## src/rtl/alu_pkg.sv

```systemverilog
`default_nettype none
// ============================================================================
//  Module      : alu_pkg
//  Description : Shared encodings for the bit-serial ALU sequencer:
//                1-bit slice select codes, full op codes and FSM states.
//  Revision    : 1.0 - initial release
// ============================================================================
package alu_pkg;

    // Slice select, op[1:0]
    typedef logic [1:0] sel_t;
    localparam sel_t SEL_AND  = 2'b00;
    localparam sel_t SEL_OR   = 2'b01;
    localparam sel_t SEL_ADD  = 2'b10;
    localparam sel_t SEL_LESS = 2'b11;

    // Full op codes; op[2] inverts b and forces carry-in for the adder path
    typedef logic [2:0] op_t;
    localparam op_t OP_AND = 3'b000;
    localparam op_t OP_OR  = 3'b001;
    localparam op_t OP_ADD = 3'b010;
    localparam op_t OP_SUB = 3'b110;
    localparam op_t OP_SLT = 3'b111;

    // Sequencer states
    localparam logic [1:0] ST_IDLE = 2'd0;
    localparam logic [1:0] ST_RUN  = 2'd1;
    localparam logic [1:0] ST_FIX  = 2'd2;

endpackage : alu_pkg
`default_nettype wire

```

## src/rtl/alu_bit_slice.sv

```systemverilog
`default_nettype none
// ============================================================================
//  Module      : alu_bit_slice
//  Description : 1-bit ALU cell: AND / OR / full-add / LESS pass-through.
//                The invert input only affects the adder path, so AND and OR
//                always see the true b bit.
//  Ports       : i_a, i_b     operand bits
//                i_sel        slice select (SEL_*)
//                i_invert     invert b on the adder path
//                i_cin        carry in
//                i_less       value passed out when sel == SEL_LESS
//                o_sum        selected slice output
//                o_cout       adder carry out (valid for every select)
//  Revision    : 1.0 - initial release
// ============================================================================
module alu_bit_slice
    import alu_pkg::*;
(
    input  logic       i_a,
    input  logic       i_b,
    input  logic [1:0] i_sel,
    input  logic       i_invert,
    input  logic       i_cin,
    input  logic       i_less,
    output logic       o_sum,
    output logic       o_cout
);

    logic w_binv;
    logic w_add;

    always_comb begin
        w_binv = i_b ^ i_invert;
        w_add  = i_a ^ w_binv ^ i_cin;
        o_cout = (i_a & w_binv) | (i_a & i_cin) | (w_binv & i_cin);
        o_sum  = 1'b0;
        case (i_sel)
            SEL_AND: o_sum = i_a & i_b;
            SEL_OR:  o_sum = i_a | i_b;
            SEL_ADD: o_sum = w_add;
            default: o_sum = i_less;
        endcase
    end

endmodule : alu_bit_slice
`default_nettype wire

```

## src/rtl/alu_serial_seq.sv

```systemverilog
`default_nettype none
// ============================================================================
//  Module      : alu_serial_seq
//  Description : Bit-serial ALU sequencer. One WIDTH-bit operation is
//                processed LSB first through a single alu_bit_slice with a
//                carry flop between bits. Non-LESS ops complete in WIDTH
//                cycles, LESS ops take one extra FIX cycle.
//  Ports       : clk, rst_n        clock / async active-low reset
//                i_start           request, sampled only in IDLE
//                i_op[2:0]         {invert/cin, sel[1:0]}
//                i_a, i_b          operands, sampled with i_start
//                o_busy            operation in progress
//                o_done            one-cycle completion pulse
//                o_result          published result, held until next done
//                o_cout            carry out of the MSB
//                o_overflow        signed overflow (ADD/SUB only)
//                o_zero            o_result == 0
//  Revision    : 1.0 - initial release
// ============================================================================
module alu_serial_seq
    import alu_pkg::*;
#(
    parameter int WIDTH = 32
) (
    input  logic             clk,
    input  logic             rst_n,
    input  logic             i_start,
    input  logic [2:0]       i_op,
    input  logic [WIDTH-1:0] i_a,
    input  logic [WIDTH-1:0] i_b,
    output logic             o_busy,
    output logic             o_done,
    output logic [WIDTH-1:0] o_result,
    output logic             o_cout,
    output logic             o_overflow,
    output logic             o_zero
);

    localparam int                 c_CNT_W = $clog2(WIDTH);
    localparam logic [c_CNT_W-1:0] c_LAST  = c_CNT_W'(WIDTH - 1);

    logic [1:0]         r_state;
    logic [WIDTH-1:0]   r_a_sr;
    logic [WIDTH-1:0]   r_b_sr;
    logic [WIDTH-1:0]   r_res_sr;
    logic [2:0]         r_op;
    logic               r_carry;
    logic [c_CNT_W-1:0] r_cnt;
    logic               r_cin_msb;
    logic               r_cout_msb;
    logic               r_sum_msb;
    logic               r_busy;
    logic               r_done;
    logic [WIDTH-1:0]   r_result;
    logic               r_cout;
    logic               r_overflow;

    logic               w_slice_sum;
    logic               w_slice_cout;
    logic               w_add_sum;
    logic               w_last;
    logic [WIDTH-1:0]   w_res_next;

    alu_bit_slice u_slice (
        .i_a      (r_a_sr[0]),
        .i_b      (r_b_sr[0]),
        .i_sel    (r_op[1:0]),
        .i_invert (r_op[2]),
        .i_cin    (r_carry),
        .i_less   (1'b0),
        .o_sum    (w_slice_sum),
        .o_cout   (w_slice_cout)
    );

    // The slice returns 0 for LESS, but FIX needs the true adder sum of the
    // MSB to form the sign of a-b, so that one bit is recomputed here.
    assign w_add_sum  = r_a_sr[0] ^ r_b_sr[0] ^ r_op[2] ^ r_carry;
    assign w_last     = (r_cnt == c_LAST);
    // New bit enters at the MSB; after WIDTH shifts bit i sits at position i.
    assign w_res_next = {w_slice_sum, r_res_sr[WIDTH-1:1]};

    always_ff @(posedge clk or negedge rst_n) begin
        if (!rst_n) begin
            r_state    <= ST_IDLE;
            r_a_sr     <= '0;
            r_b_sr     <= '0;
            r_res_sr   <= '0;
            r_op       <= '0;
            r_carry    <= 1'b0;
            r_cnt      <= '0;
            r_cin_msb  <= 1'b0;
            r_cout_msb <= 1'b0;
            r_sum_msb  <= 1'b0;
            r_busy     <= 1'b0;
            r_done     <= 1'b0;
            r_result   <= '0;
            r_cout     <= 1'b0;
            r_overflow <= 1'b0;
        end else begin
            r_done <= 1'b0;
            case (r_state)
                ST_IDLE: begin
                    if (i_start) begin
                        r_a_sr  <= i_a;
                        r_b_sr  <= i_b;
                        r_op    <= i_op;
                        r_carry <= i_op[2];
                        r_cnt   <= '0;
                        r_busy  <= 1'b1;
                        r_state <= ST_RUN;
                    end
                end

                ST_RUN: begin
                    r_a_sr   <= {1'b0, r_a_sr[WIDTH-1:1]};
                    r_b_sr   <= {1'b0, r_b_sr[WIDTH-1:1]};
                    r_res_sr <= w_res_next;
                    r_carry  <= w_slice_cout;
                    // Held at the last index rather than wrapping; it is
                    // reloaded on the next accept anyway.
                    if (!w_last) begin
                        r_cnt <= r_cnt + c_CNT_W'(1);
                    end
                    if (w_last) begin
                        r_cin_msb  <= r_carry;
                        r_cout_msb <= w_slice_cout;
                        r_sum_msb  <= w_add_sum;
                        if (r_op[1:0] == SEL_LESS) begin
                            r_state <= ST_FIX;
                        end else begin
                            r_result   <= w_res_next;
                            r_cout     <= w_slice_cout;
                            r_overflow <= (r_op[1:0] == SEL_ADD) &
                                          (r_carry ^ w_slice_cout);
                            r_done     <= 1'b1;
                            r_busy     <= 1'b0;
                            r_state    <= ST_IDLE;
                        end
                    end
                end

                ST_FIX: begin
                    // Signed less-than: sign of a-b corrected by overflow.
                    r_result   <= {{(WIDTH-1){1'b0}},
                                   r_sum_msb ^ (r_cin_msb ^ r_cout_msb)};
                    r_cout     <= r_cout_msb;
                    r_overflow <= 1'b0;
                    r_done     <= 1'b1;
                    r_busy     <= 1'b0;
                    r_state    <= ST_IDLE;
                end

                default: begin
                    r_busy  <= 1'b0;
                    r_state <= ST_IDLE;
                end
            endcase
        end
    end

    assign o_busy     = r_busy;
    assign o_done     = r_done;
    assign o_result   = r_result;
    assign o_cout     = r_cout;
    assign o_overflow = r_overflow;
    assign o_zero     = (r_result == '0);

endmodule : alu_serial_seq
`default_nettype wire

```

## config.mk

```make
export PLATFORM = sky130hd
export DESIGN_NAME = alu_serial_seq
export DESIGN_NICKNAME = d
export VERILOG_FILES = /design/src/rtl/alu_pkg.sv /design/src/rtl/alu_bit_slice.sv /design/src/rtl/alu_serial_seq.sv
export SDC_FILE = /design/constraint.sdc
export NUM_CORES = 1
export LEC_CHECK = 0
export BUFFER_PORTS_ARGS = -buffer_cell sky130_fd_sc_hd__buf_2
export CAP_MARGIN = 25
export CORE_MARGIN = 3
export CORE_UTILIZATION = 45
export DETAILED_ROUTE_END_ITERATION = 10
export PLACE_DENSITY = 0.66
export SLEW_MARGIN = 15
export SYNTH_ARGS = -nofsm -noshare
export SYNTH_HDL_FRONTEND = slang
export SYNTH_SLANG_ARGS = --single-unit
```

## constraint.sdc

```tcl
create_clock -name clk -period 2.4 [get_ports clk]
set_input_delay 0.6 -clock clk [delete_from_list [all_inputs] [get_ports clk]]
set_output_delay 0.6 -clock clk [all_outputs]
set_load 0.005 [all_outputs]
```

After elaboration in Yosys (flattened, before gate mapping)
Index checks and enable logic that the tools add are counted.
W data, S select, Z words.
{"block": "word_totals", "register_bits": 146, "latch_bits": 0, "ram_bits": 0, "mem_bits_ro": 0, "mem_count": 0, "out_inout_bits": 37, "word_cells": 85, "input_bits": 70}
{"block": "classes", "div_mod_pow": 0, "n_shift": 0, "bitwise_logic": 17, "muxes": 30, "mul": 0, "add_sub_neg": 1, "eq_ne": 10, "order_cmp": 0, "reduce_logical": 12}
{"cell": "$pmux W32 S2", "n": 3}
{"cell": "$mux W32", "n": 4}
{"cell": "$logic_not A32 Y1", "n": 1}
{"cell": "$mux W1", "n": 10}
{"cell": "$mux W5", "n": 2}
{"cell": "$pmux W1 S2", "n": 5}
{"cell": "$pmux W5 S2", "n": 1}
{"cell": "$reduce_and A3 Y1", "n": 3}
{"cell": "$xor A1 B1 Y1", "n": 9}
{"cell": "$ne A2 B2 Y1 const B", "n": 4}
{"cell": "$reduce_and A2 Y1", "n": 4}
{"cell": "$eq A2 B2 Y1 const B", "n": 3}
{"cell": "$mux W2", "n": 3}
{"cell": "$add A5 B1 Y5 const B", "n": 1}
{"cell": "$and A1 B1 Y1", "n": 5}
{"cell": "$eq A5 B5 Y1 const B", "n": 1}
{"cell": "$eq A2 B1 Y1 const B", "n": 2}
{"cell": "$logic_not A2 Y1", "n": 2}
{"cell": "$pmux W2 S2", "n": 1}
{"cell": "$reduce_bool A2 Y1", "n": 2}
{"cell": "$or A1 B1 Y1", "n": 3}
{"cell": "$pmux W1 S3", "n": 1}

Logic depth before layout (Yosys ltp)
{"block": "depth", "ltp_word": 9, "mapped_depth": 10, "depth_no_buf": 7}

Modules after synthesis
From an unflattened synthesis, not the netlist that was laid out.
{"block": "unflattened", "hier_cells": 595, "hier_area_um2": 6550.0}
{"mod": "alu_serial_seq", "area_each_um2": 6487.5, "cells_each": 590, "seq_area_each_um2": 3628.5, "n_inst": 1}
{"mod": "alu_bit_slice", "area_each_um2": 62.6, "cells_each": 5, "seq_area_each_um2": 0.0, "n_inst": 1}

Worst setup path after synthesis
Ideal clock, no wire load.
{"block": "synth_timing", "path_type": "register -> register", "from": "register r_cnt[0]", "to": "register r_result[31], in the netlist o_result[31]", "path_slack_ps": 527, "path_buffers": 3, "required_ps": 2305, "setup_time_ps": 95, "period_less_slack_ps": 1873, "t_arrival_ps": 1778, "stages_incl_launch_ff": 11, "path_cell_list": "dfrtp_1 -> ha_1 -> and3_1 -> ha_1 -> buf_6 -> a21boi_2 -> o21ai_4 -> buf_6 -> buf_6 -> nand2_1 -> o31ai_1"}
{"block": "synth_between", "elab_chain_cells": 3}
{"element": "start: declaration", "line": "alu_serial_seq.sv:48", "rtl": "logic [c_CNT_W-1:0] r_cnt;"}
{"element": "start signal: assignment", "line": "alu_serial_seq.sv:122", "rtl": "r_cnt <= r_cnt + c_CNT_W'(1);"}
{"element": "$eq A5 B5 Y1", "line": "alu_serial_seq.sv:78", "rtl": "assign w_last = (r_cnt == c_LAST);"}
{"element": "$ne A2 B2 Y1 (no source line)"}
{"element": "$reduce_and A3 Y1 (no source line)"}
{"element": "end signal: assignment", "line": "alu_serial_seq.sv:131", "rtl": "r_result <= w_res_next;"}
{"element": "end signal: assignment", "line": "alu_serial_seq.sv:144", "rtl": "r_result <= {{(WIDTH-1){1'b0}},"}
{"element": "end: declaration", "line": "alu_serial_seq.sv:54", "rtl": "logic [WIDTH-1:0] r_result;"}
No other way between the ends.
A chain may end at the register's enable or synchronous reset.

Worst setup path in the final report
{"block": "layout_timing", "from": "register r_result[17], in the netlist o_result[17]", "to": "output o_zero"}
{"block": "layout_between", "elab_chain_cells": 1}
{"element": "$logic_not A32 Y1", "line": "alu_serial_seq.sv:166", "rtl": "assign o_zero = (r_result == '0);"}
{"element": "end: declaration", "line": "alu_serial_seq.sv:36", "rtl": "output logic o_zero"}
No other way between the ends.

==> run metrics <==
warnings from Yosys=0; most area-hungry cell type in the Yosys netlist=sky130_fd_sc_hd__dfrtp_1; count of instances resized after the clock tree is built=0; # Max-Cap Violations=0; skew final=5.92 ps; Avg Synthesized Cell Area=10.9 sq um; antenna violations before repair=0; maximum number of pins on one net before global-route repair=85; length in cells of the worst reg-to-reg path=7; total negative setup slack=0 ps; Total Power=~11 mW; most common cell in the synthesized netlist=sky130_fd_sc_hd__dfrtp_1; Hold Violations, Final=0; list of most frequent post-synthesis cells=sky130_fd_sc_hd__dfrtp_1, sky130_fd_sc_hd__nand2_1, sky130_fd_sc_hd__o21ai_0, sky130_fd_sc_hd__mux2i_1; number of pins with negative max-slew slack in the final report=0; area growth from synthesis to layout=20.7%; critical setup path kind=register to primary output; top achievable clock speed=461 MHz; fraction of layout instances using a drive strength above 1=25.8%; EDFF count, synth=0; kind of end point of the critical path=primary output; wire length reported by the detailed router=~12 mm; r2r setup slk=370 ps; Critical R2R Launch=r_cnt[0]$_DFFE_PN0P_; Area contributors post-synth=sky130_fd_sc_hd__dfrtp_1, sky130_fd_sc_hd__mux2i_1, sky130_fd_sc_hd__o21ai_0; post-route cell area=7880 sq um; Worst setup endpoint=o_zero; Distinct cells, synth=35; TritonCTS Sinks=approximately 150; number of placement rows=between 40 and 50; Clock Tree Root=sky130_fd_sc_hd__clkbuf_16; VDD IR-drop max=a little under 0.7 mV; routed length per instance=13.8 microns; flop and latch count out of synthesis=145; overall die area=around 16000 sq um; Power Density=approximately 1400 nW/um^2; vias in the first global route=4589; fin crit period=roughly 2200 ps; critical path data arrival time=1570 ps; sum of net half-perimeters after detailed placement=8.50 mm; number of search-and-repair iterations in the first detailed-routing pass=4; number of inserted diodes=0; H-tree levels=4; portion of synthesized cell area occupied by the leading cell type=55.5%; final estimated routing congestion in global placement=0.749; multi-input combinational cell area=roughly 2600 sq um; Sequential Area=~3600 sq um; Crit Reg-Reg Endpoint=o_result[20]$_DFFE_PN0P_; post-synthesis cell count=598; launching instance or port of the critical path=o_result[17]$_DFFE_PN0P_; clock slew seen by the registers of the worst setup and hold paths=60 ps; Synth Net Count=676; Die Ht=around 130 microns; worst min-delay path category=input port to register; total vias in the final route=4489; clock insertion delay at the later pin of the skew report=roughly 420 ps; Global Route Usage Sum=16.3%; area of placed instances=around 7000 sq um; DR vias/cell=between 5 and 6; status=finished clean; total of fill cells in the finished design=around 1300; Tcrit/Tclk final=90.4%; I/O pin total=~110; Inserted Clock Buffers=17; width of the die=126 microns; number of buffers inserted by port buffering=106; Starting DRT DRC Count=about 210; slew margin rel.=64.5%; initial cell density of the core=46.5%; sequential-to-total area share from yosys stat=between 50 and 60%; CTS tree=yes; setup repair after global routing missed its margin=no; top_reg_cell synth=sky130_fd_sc_hd__dfrtp_1; wire length of the first global-routing pass=21.3 mm; sum of overflow across all layers after global routing=0; Data required, critical path=1800 ps; Synth async-reset ratio=100%; Syn Std Cell Area=6530 sq um; crit path launch type=register; leakage power=approximately 3.7 nW; final setup violation count=0; worst-path fanout max=3; buffer levels on the longest clock path=2; number of nets in the layout=roughly 770; Core Box Area=14000 sq um; slew at the pin closest to its max-slew limit=around 530 ps; number of routed nets with antenna violations=0; post-route DRC violation count=0
-- area by class of cell --
type | count | share of cell area [%]
Sequential cell | 145 | 46.0
Tap cell | 180 | 2.86
Timing Repair Buffer | 115 | 8.81
Multi-Input combinational cell | 409 | 33.4
Clock inverter | 9 | 2.22
Inverter | 7 | 0.333
Clock buffer | 23 | 6.32
-- critical path: stages, from the launching register on --
cell	delay, ps
sky130_fd_sc_hd__dfrtp_1	390
sky130_fd_sc_hd__nor4_1	350
sky130_fd_sc_hd__nand4_1	150
sky130_fd_sc_hd__nor2_1	140
sky130_fd_sc_hd__buf_2	120
-- how the worst min path moves through the flow --
stage               startpoint                       end  slack (ps)  cells past startpoint
detailed placement       rst_n  o_result[20]$_DFFE_PN0P_         390                      1
CTS                    i_op[0]       r_op[0]$_DFFE_PN0P_         390                      2
global placement         rst_n  o_result[20]$_DFFE_PN0P_         390                      1
finish                 i_op[1]       r_op[1]$_DFFE_PN0P_         420                      2
global route           i_op[0]       r_op[0]$_DFFE_PN0P_         410                      2
floorplan                rst_n        o_busy$_DFFE_PN0P_         300                      0
-- report_power, final --
part	switching, mW	internal [mW]
clock	0.971	1.98
sequential	0.623	3.41
combinational	2.13	1.74
total	3.73	7.13
-- metal layers --
metal	vias to the layer above	global-route usage (%)	routed length (microns)
met1	2105	20.8	5530
met2	114	25.4	5530
met5	-	0	0
met4	0	5.36	175
met3	18	6.78	1010
li1	2252	-	-
-- cell usage in the layout (no fill, tap or decap), types with 6 or more instances in the layout --
cell type / Yosys / routed
sky130_fd_sc_hd__o21ai_1: 18 / 18
sky130_fd_sc_hd__mux2i_1: 63 / 63
sky130_fd_sc_hd__clkbuf_16: 0 / 17
sky130_fd_sc_hd__a21oi_1: 15 / 15
sky130_fd_sc_hd__buf_12: 0 / 7
sky130_fd_sc_hd__nand2_1: 109 / 109
sky130_fd_sc_hd__nor4_1: 8 / 8
sky130_fd_sc_hd__nand2b_1: 33 / 33
sky130_fd_sc_hd__nor2_1: 8 / 8
sky130_fd_sc_hd__buf_2: 6 / 105
sky130_fd_sc_hd__o21ai_0: 88 / 88
sky130_fd_sc_hd__xnor2_1: 6 / 6
sky130_fd_sc_hd__mux2_2: 33 / 33
sky130_fd_sc_hd__ha_1: 7 / 6
sky130_fd_sc_hd__inv_1: 6 / 6
sky130_fd_sc_hd__dfrtp_1: 145 / 145
-- registers in the layout, summed over array words and instances, names as in the netlist, 2 cells and up --
| register | count |
|---|---|
| r_op | 3 |
| r_a_sr | 32 |
| r_res_sr | 31 |
| r_state | 2 |
| o_result | 32 |
| r_cnt | 5 |
| r_b_sr | 32 |
-- per-stage QoR --
stage	cells	utilization (%)	worst slack, ps	hold slack (ps)
after global routing	888	56.1	96.7	409
after global placement	855	51.3	456	386
after CTS	888	56.1	183	394
final	888	56.1	231	417
after detailed placement	855	51.3	373	386
after floorplan	598	-	527	304
-- cells by family after synthesis --
logic type / count (synthesis) / share of synthesized area (%)
AND/OR/NAND/NOR: 168 / 11.6
flip-flops: 145 / 55.5
AO/OA/AOI/OAI: 131 / 10.6
multiplexers: 96 / 15.3
buffers and inverters: 44 / 4.41
adder cells (fa/ha/maj): 8 / 1.65
XOR/XNOR: 6 / 0.804
-- timing repair --
item / CTS / global route
hold buffers: 1 / 0
setup endpoints to repair: 0 / 0
hold endpoints to repair: 1 / 0
buffers inserted: 0 / 0
(Power assumes the default switching activity.)
